$ cat config.mk
export PLATFORM = sky130hd
export DESIGN_NAME = demux3_buf
export DESIGN_NICKNAME = d
export VERILOG_FILES = /design/src/rtl/demux3_pkg.sv /design/src/rtl/demux3_buf_fifo2.sv /design/src/rtl/demux3_buf.sv
export SDC_FILE = /design/constraint.sdc
export NUM_CORES = 1
export LEC_CHECK = 0
export CORE_ASPECT_RATIO = 0.9
export CORE_MARGIN = 4
export CORE_UTILIZATION = 45
export DETAILED_ROUTE_END_ITERATION = 12
export PLACE_DENSITY = 0.69
export SLEW_MARGIN = 15
export SYNTH_ARGS = -nofsm -noshare
export SYNTH_HDL_FRONTEND = slang
export SYNTH_SLANG_ARGS = --single-unit
$ cat constraint.sdc
create_clock -name clk -period 3.7 [get_ports clk]
set_input_delay 0.555 -clock clk [delete_from_list [all_inputs] [get_ports clk]]
set_output_delay 0.555 -clock clk [all_outputs]
set_load 0.01 [all_outputs]
$ cat src/rtl/demux3_pkg.sv
// rtl/demux3_pkg.sv - shared types and constants for the 3-way buffered demux
package demux3_pkg;

  localparam int FIFO_DEPTH = 2;
  localparam int CNT_W      = 8;

  typedef enum logic [1:0] {CH0 = 2'd0, CH1 = 2'd1, CH2 = 2'd2} ch_e;

  // Both upper select codes land on the last channel.
  function automatic ch_e sel_to_ch(input logic [1:0] sel);
    case (sel)
      2'b00:   return CH0;
      2'b01:   return CH1;
      default: return CH2;
    endcase
  endfunction

endpackage

$ cat src/rtl/demux3_buf_fifo2.sv
// rtl/demux3_buf_fifo2.sv - two-entry ring-buffer FIFO used per output channel
import demux3_pkg::*;

module fifo2 #(
  parameter int WIDTH = 8
) (
  input  logic             clk,
  input  logic             reset_n,
  input  logic             push,
  input  logic             pop,
  input  logic [WIDTH-1:0] din,
  output logic [WIDTH-1:0] dout,
  output logic             empty,
  output logic             full
);

  logic [WIDTH-1:0] mem [FIFO_DEPTH];
  logic             rd_ptr;
  logic             wr_ptr;
  logic [1:0]       count;
  logic             do_push;
  logic             do_pop;

  assign do_push = push & ~full;
  assign do_pop  = pop & ~empty;

  // Simultaneous push/pop at count 1 moves the head onto the slot just written.
  always_ff @(posedge clk or negedge reset_n) begin
    if (!reset_n) begin
      mem[0] <= '0;
      mem[1] <= '0;
      rd_ptr <= 1'b0;
      wr_ptr <= 1'b0;
      count  <= 2'd0;
    end else begin
      if (do_push) begin
        mem[wr_ptr] <= din;
        wr_ptr      <= ~wr_ptr;
      end
      if (do_pop) rd_ptr <= ~rd_ptr;
      count <= count + {1'b0, do_push} - {1'b0, do_pop};
    end
  end

  assign dout  = mem[rd_ptr];
  assign empty = (count == 2'd0);
  assign full  = (count == 2'(FIFO_DEPTH));

endmodule

$ cat src/rtl/demux3_buf.sv
// rtl/demux3_buf.sv - routes one input stream into three independently buffered channels
import demux3_pkg::*;

module demux3_buf #(
  parameter int WIDTH = 8
) (
  input  logic             clk,
  input  logic             reset_n,
  input  logic [WIDTH-1:0] d,
  input  logic [1:0]       s,
  input  logic             in_valid,
  output logic             in_ready,
  output logic [WIDTH-1:0] y0,
  output logic [WIDTH-1:0] y1,
  output logic [WIDTH-1:0] y2,
  output logic             v0,
  output logic             v1,
  output logic             v2,
  input  logic             r0,
  input  logic             r1,
  input  logic             r2,
  output logic [7:0]       acc_cnt
);

  ch_e              ch;
  logic             accept;
  logic             full0, full1, full2;
  logic             empty0, empty1, empty2;
  logic [CNT_W-1:0] acc_q;

  assign ch = sel_to_ch(s);

  // Readiness looks only at the selected channel's fullness, never at pops.
  always_comb begin
    in_ready = 1'b0;
    case (ch)
      CH0:     in_ready = ~full0;
      CH1:     in_ready = ~full1;
      default: in_ready = ~full2;
    endcase
  end

  assign accept = in_valid & in_ready;

  fifo2 #(.WIDTH(WIDTH)) u_fifo0 (
    .clk(clk), .reset_n(reset_n),
    .push(accept && ch == CH0), .pop(r0),
    .din(d), .dout(y0), .empty(empty0), .full(full0)
  );

  fifo2 #(.WIDTH(WIDTH)) u_fifo1 (
    .clk(clk), .reset_n(reset_n),
    .push(accept && ch == CH1), .pop(r1),
    .din(d), .dout(y1), .empty(empty1), .full(full1)
  );

  fifo2 #(.WIDTH(WIDTH)) u_fifo2 (
    .clk(clk), .reset_n(reset_n),
    .push(accept && ch == CH2), .pop(r2),
    .din(d), .dout(y2), .empty(empty2), .full(full2)
  );

  assign v0 = ~empty0;
  assign v1 = ~empty1;
  assign v2 = ~empty2;

  always_ff @(posedge clk or negedge reset_n) begin
    if (!reset_n) acc_q <= '0;
    else if (accept) acc_q <= acc_q + 1'b1;
  end

  assign acc_cnt = acc_q;

endmodule

Word level (Yosys, flattened, before mapping)
Index checks and enable logic that the tools add are counted.
Word-level totals
  flip-flop bits (word level): 68
  output and inout port bits: 36
  input bits: 16
  logic and storage cells: 94
Operators by class
  reductions and logical operators: 11
  equal/unequal tests: 6
  muxes and demuxes: 20
  bitwise logic cells: 25
  $lt $le $gt $ge: 9
  $add $sub $neg: 7
Operators with widths (number)
  2-to-1 mux 8 bit: 12
  bitwise mux 16 bit: 3
  demux 8 bit (select 1 bit): 3
  >= comparator 2 bit (second input constant): 6
  inverter 1 bit: 12
  inverter 1 -> 2 bit: 6
  logical NOT 2 bit: 5
  adder 8 x 1 -> 8 bit (second input constant): 1
  == test 2 bit (second input constant): 4
  bitwise AND 1 bit: 7
  adder 2 x 1 -> 2 bit: 3
  logical AND 1 bit: 6
  less-than comparator 2 x 1 -> 1 bit (second input constant): 3
  subtractor 2 x 1 -> 2 bit: 3
  == test 2 x 1 -> 1 bit (second input constant): 2
  case mux 2 bit (2 select lines): 1
  case mux 1 bit (2 select lines): 1

Logic depth before layout (Yosys ltp)
  depth after elaboration: 9
  depth in mapped cells: 7

Modules after synthesis
Synthesis repeated with hierarchy kept, for this count alone.
Unflattened totals
  cells, all modules: 220
  area, all modules: 3136.8 um^2
Modules (own cells, without submodules)
  fifo2: area each 894.6 um^2, sequential area each 500.5 um^2, times used 3, cells each 60
  demux3_buf: area each 452.9 um^2, sequential area each 200.2 um^2, times used 1, cells each 40

Worst setup path before layout
No wires, ideal clock.
  path kind: in2reg
  start point: input port in_valid
  end point: register u_fifo0.mem[10] (netlist name)
  stages on the path: 6
  path buffers: 2
  required time: 3575 ps
  setup time: 125 ps
  slack: 1875 ps
  data arrival time: 1700 ps
  cells stage by stage: buf_4 -> inv_2 -> a2111oi_4 -> nand2b_1 -> buf_2 -> mux2_4
Between the ends
  word-level cells in the longest chain between the ends: 3
Ends and longest elaborated chain
  from (decl): line demux3_buf.sv:11  | input logic in_valid,
  bitwise AND 1 bit: line demux3_buf.sv:43  | assign accept = in_valid & in_ready;
  logical AND 1 bit: line demux3_buf.sv:47  | .push(accept && ch == CH0), .pop(r0),
  bitwise AND 1 bit: line demux3_buf_fifo2.sv:24  | assign do_push = push & ~full;
  to (signal, indexed assignment): line demux3_buf_fifo2.sv:37  | mem[wr_ptr] <= din;
  to (decl): line demux3_buf_fifo2.sv:17  | logic [WIDTH-1:0] mem [FIFO_DEPTH];
No other way between the ends.
A chain may end at the register's enable or synchronous reset.

Worst setup path after layout
  start point: input port s[1]
  end point: output port in_ready
Between the ends
  word-level cells in the longest chain between the ends: 4
Ends and longest elaborated chain
  from (decl): line demux3_buf.sv:10  | input logic [1:0] s,
  == test 2 x 1 -> 1 bit / logical NOT 2 bit (equally long branches): line demux3_pkg.sv:11  | case (sel)
  case mux 2 bit (2 select lines) (*): line demux3_pkg.sv:11
  == test 2 x 1 -> 1 bit / logical NOT 2 bit (equally long branches): line demux3_buf.sv:36  | case (ch)
  case mux 1 bit (2 select lines) (*): line demux3_buf.sv:36
  to (decl): line demux3_buf.sv:12  | output logic in_ready,
Every way passes the cells marked *; elsewhere a longest branch is shown, timed or not.

==> out/results.tsv <==
stage	metric	value	unit
yosys	yosysSeqAreaShare	54.4	%
worst_setup_path	arrival	2390	ps
job	drv_cap	0	
global_route	grt_pass1_vias	1948	
placed_design	pre_cts_ws	741	ps
sta	tightest_slew	761	ps
sta	setup_tns	0	ps
cells_and_area	fin_area	3970	µm²
die	dieArea	8350	µm²
cells_and_area	nets	293	
cts	path_clk_slew	80	ps
route	firstDrtPassIters	4	
pwr	peakVddDrop	0.444	mV
worst_setup_path	critPathLaunchType	primary input	
yosys	synth_cells	213	
route	dr_total_vias	1826	
die	initial_core_util	47.0	%
yosys	synth.most_common_cell	dfrtp_1	
global_route	grt_max_degree	45	
cts	cts_resized	0	
cts	post_cts_buffers	0	
cells_and_area	n_fill_cell	542	
die	die_x	95.9	µm
cells_and_area	fin_util	59.6	%
cells_and_area	area_delta_synth_final	26.9	%
outcome	outcome	complete, no violations	
worst_setup_path	path_class	in2out	
global_route	overflow	0	
cts	clk_latency	350	ps
yosys	synth_ff_type	dfrtp_1	
global_route	antenna_found_initial	0	
yosys	synth.area.top_cells	dfrtp_1 (54%), mux2_2 (20%), mux2_4 (3.8%)	
yosys	synth_commonest_cells	dfrtp_1 (68), mux2_2 (56), xnor2_1 (12), mux2_1 (9), mux2_4 (8)	
sta	final_max_slew_viol_count	0	
yosys	synth_edf_count	0	
cells_and_area	layout-drive-gt1-share	34.5	%
sta	max_freq	339	MHz
pwr	p_int	0.00256	W
placed_design	gp_congestion	0.795	
route	dr.first_iter.drc_count	74	
pwr	power_frac_comb	41.6	%
yosys	yosysWarningCount	0	
yosys	synth_top_area_share	54.4	%
sta	period_minus_slack	2950	ps
die	coreArea	6660	µm²
pwr	switching_share	30.6	%
global_route	grt_pass1_wl	10100	µm
sta	finalSetupViolations	0	
cts	cts_root_buf	clkbuf_8	
yosys	syn_avg_cell_area	14.7	µm²
route	drt-total-wl	6020	µm
pwr	p_switching	0.00113	W
cts	cts_tree	done	
route	route.detailed.drc	0	
cts	cts-htree-levels	3	
worst_setup_path	end_kind	output port	
cts	cts.sinks	68	
die	die_y	87.1	µm
die	ios	52	
sta	period_share	79.6	%
cts	cts_made_buffers	9	
route	post_drt_via_cell_ratio	5.00	
sta	slew_headroom	48.9	%
worst_setup_path	required	3140	ps
sta	rsz0062_at_grt	no	
placed_design	port-buffer-count	51	
route	avgRoutedWirePerCell	16.5	µm
worst_setup_path	crit_fanout	7	
yosys	synth_area	3130	µm²
min_path	hold_path_class	in2async	
yosys	yosys.area.top_type	dfrtp_1	
route	ant_nets	0	
cts	clockBufferDepth	2	
sta	fin_skew	8.21	ps
pwr	p_leak	1.72	nW
placed_design	dpl-instance-area	3720	µm²
yosys	ys_types	30	
cells_and_area	diodes	0	
die	fp-row-count	28	
yosys	ys_seq_elements	68	
pwr	power_density	928	nW/µm²
global_route	grt_usage	16.6	%
pwr	seq_power_share	38.1	%
sta	hold_viol_final	0	
cts	cts_hold_buffers	0	
sta	fin_ws	753	ps
yosys	synth_nets	236	
pwr	p_clk_share	20.3	%
yosys	async_flop_share	100	%
placed_design	dpl.hpwl	4330	µm
## worst max-delay path, cell delays in order
cell             delay [ps]
clkdlybuf4s50_1         610
and3b_1                 330
nor3_4                  300
clkdlybuf4s50_1         600
## per-stage QoR
step                      std cells  power, W  hold WS, ps
after CTS                       365   0.00373          202
after global routing            365   0.00394          220
final                           365   0.00368          188
after global placement          349   0.00293          462
after detailed placement        349   0.00297          468
after floorplan                 213   0.00225          259
## power by group through the flow
stage	Combinational, W	Clock [W]	Sequential [W]
global placement	0.00153	0	0.00140
finish	0.00153	0.000748	0.00140
global route	0.00167	0.000806	0.00146
CTS	0.00157	0.000766	0.00140
floorplan	0.000955	0	0.00130
detailed placement	0.00156	0	0.00141
## area by class of cell
type | instances | area [µm²] | share of cell area, %
Timing Repair Buffer | 52 | 513 | 12.9
Multi-Input combinational cell | 132 | 1370 | 34.5
Clock buffer | 9 | 124 | 3.12
Clock inverter | 7 | 123 | 3.09
Inverter | 7 | 26.3 | 0.662
Sequential cell | 68 | 1700 | 42.9
Tap cell | 90 | 113 | 2.84
## kinds of logic (layout without fill, tap and decap cells)
group / after synthesis / in the layout / share of synthesized area (%)
adders and majority gates: 7 / 7 / 2.80
muxes: 73 / 73 / 27.2
AOI/OAI and AO/OA: 2 / 2 / 1.16
xor gates and xnor gates: 19 / 19 / 5.32
buffers and inverters: 13 / 75 / 1.84
and+or+nand+nor: 31 / 31 / 7.28
DFF: 68 / 68 / 54.4
## flip-flops by register name, summed over array words and instances, names as in the netlist
register / count
u_fifo0.mem: 16
u_fifo1.mem: 16
u_fifo2.mem: 16
acc_cnt: 8
u_fifo0.count: 2
u_fifo1.count: 2
u_fifo2.count: 2
u_fifo0.rd_ptr: 1
u_fifo0.wr_ptr: 1
u_fifo1.rd_ptr: 1
u_fifo1.wr_ptr: 1
u_fifo2.rd_ptr: 1
u_fifo2.wr_ptr: 1
## worst paths after layout
kind	from	to	slack, ps	depth (start not counted)
max reg2reg	u_fifo0.count[0]$_DFF_PN0_	u_fifo0.mem[8]$_DFFE_PN0P_	1800	4
max in group asynchronous	reset_n	u_fifo2.mem[11]$_DFFE_PN0P_	2550	2
min in group clk	acc_cnt[7]$_DFFE_PN0N_	acc_cnt[7]$_DFFE_PN0N_	480	1
min	reset_n	u_fifo1.count[0]$_DFF_PN0_	190	1
min reg2reg	acc_cnt[7]$_DFFE_PN0N_	acc_cnt[7]$_DFFE_PN0N_	480	1
max	s[1]	in_ready	750	4
## per-layer routing
metal | routed length (µm) | GRT usage (%)
met2 | 2680 | 22.2
met4 | 127 | 5.81
met5 | 0 | 0
met3 | 238 | 6.74
met1 | 2970 | 24.1
## cells in the final DEF, fill, tap and decap left out
cell type / n
mux2_1: 9
clkinvlp_4: 2
a21oi_2: 1
nand4_1: 3
and2_1: 4
or2_2: 3
xnor2_1: 12
xor2_1: 7
nor4_4: 1
and3b_1: 1
mux2_2: 56
nor4_1: 1
nor4bb_2: 1
buf_2: 1
inv_2: 2
inv_1: 5
nor3_2: 1
clkdlybuf4s50_1: 50
nor2b_1: 2
nand3_1: 3
ha_1: 7
clkbuf_8: 9
nand2_1: 5
buf_4: 1
nor3_4: 1
nand2_2: 1
nand2b_1: 1
bufinv_16: 3
and3_1: 2
inv_6: 2
dfrtp_1: 68
a2111oi_4: 1
nor4b_2: 1
mux2_4: 8
No activity file was read; power rests on OpenSTA's default activity.
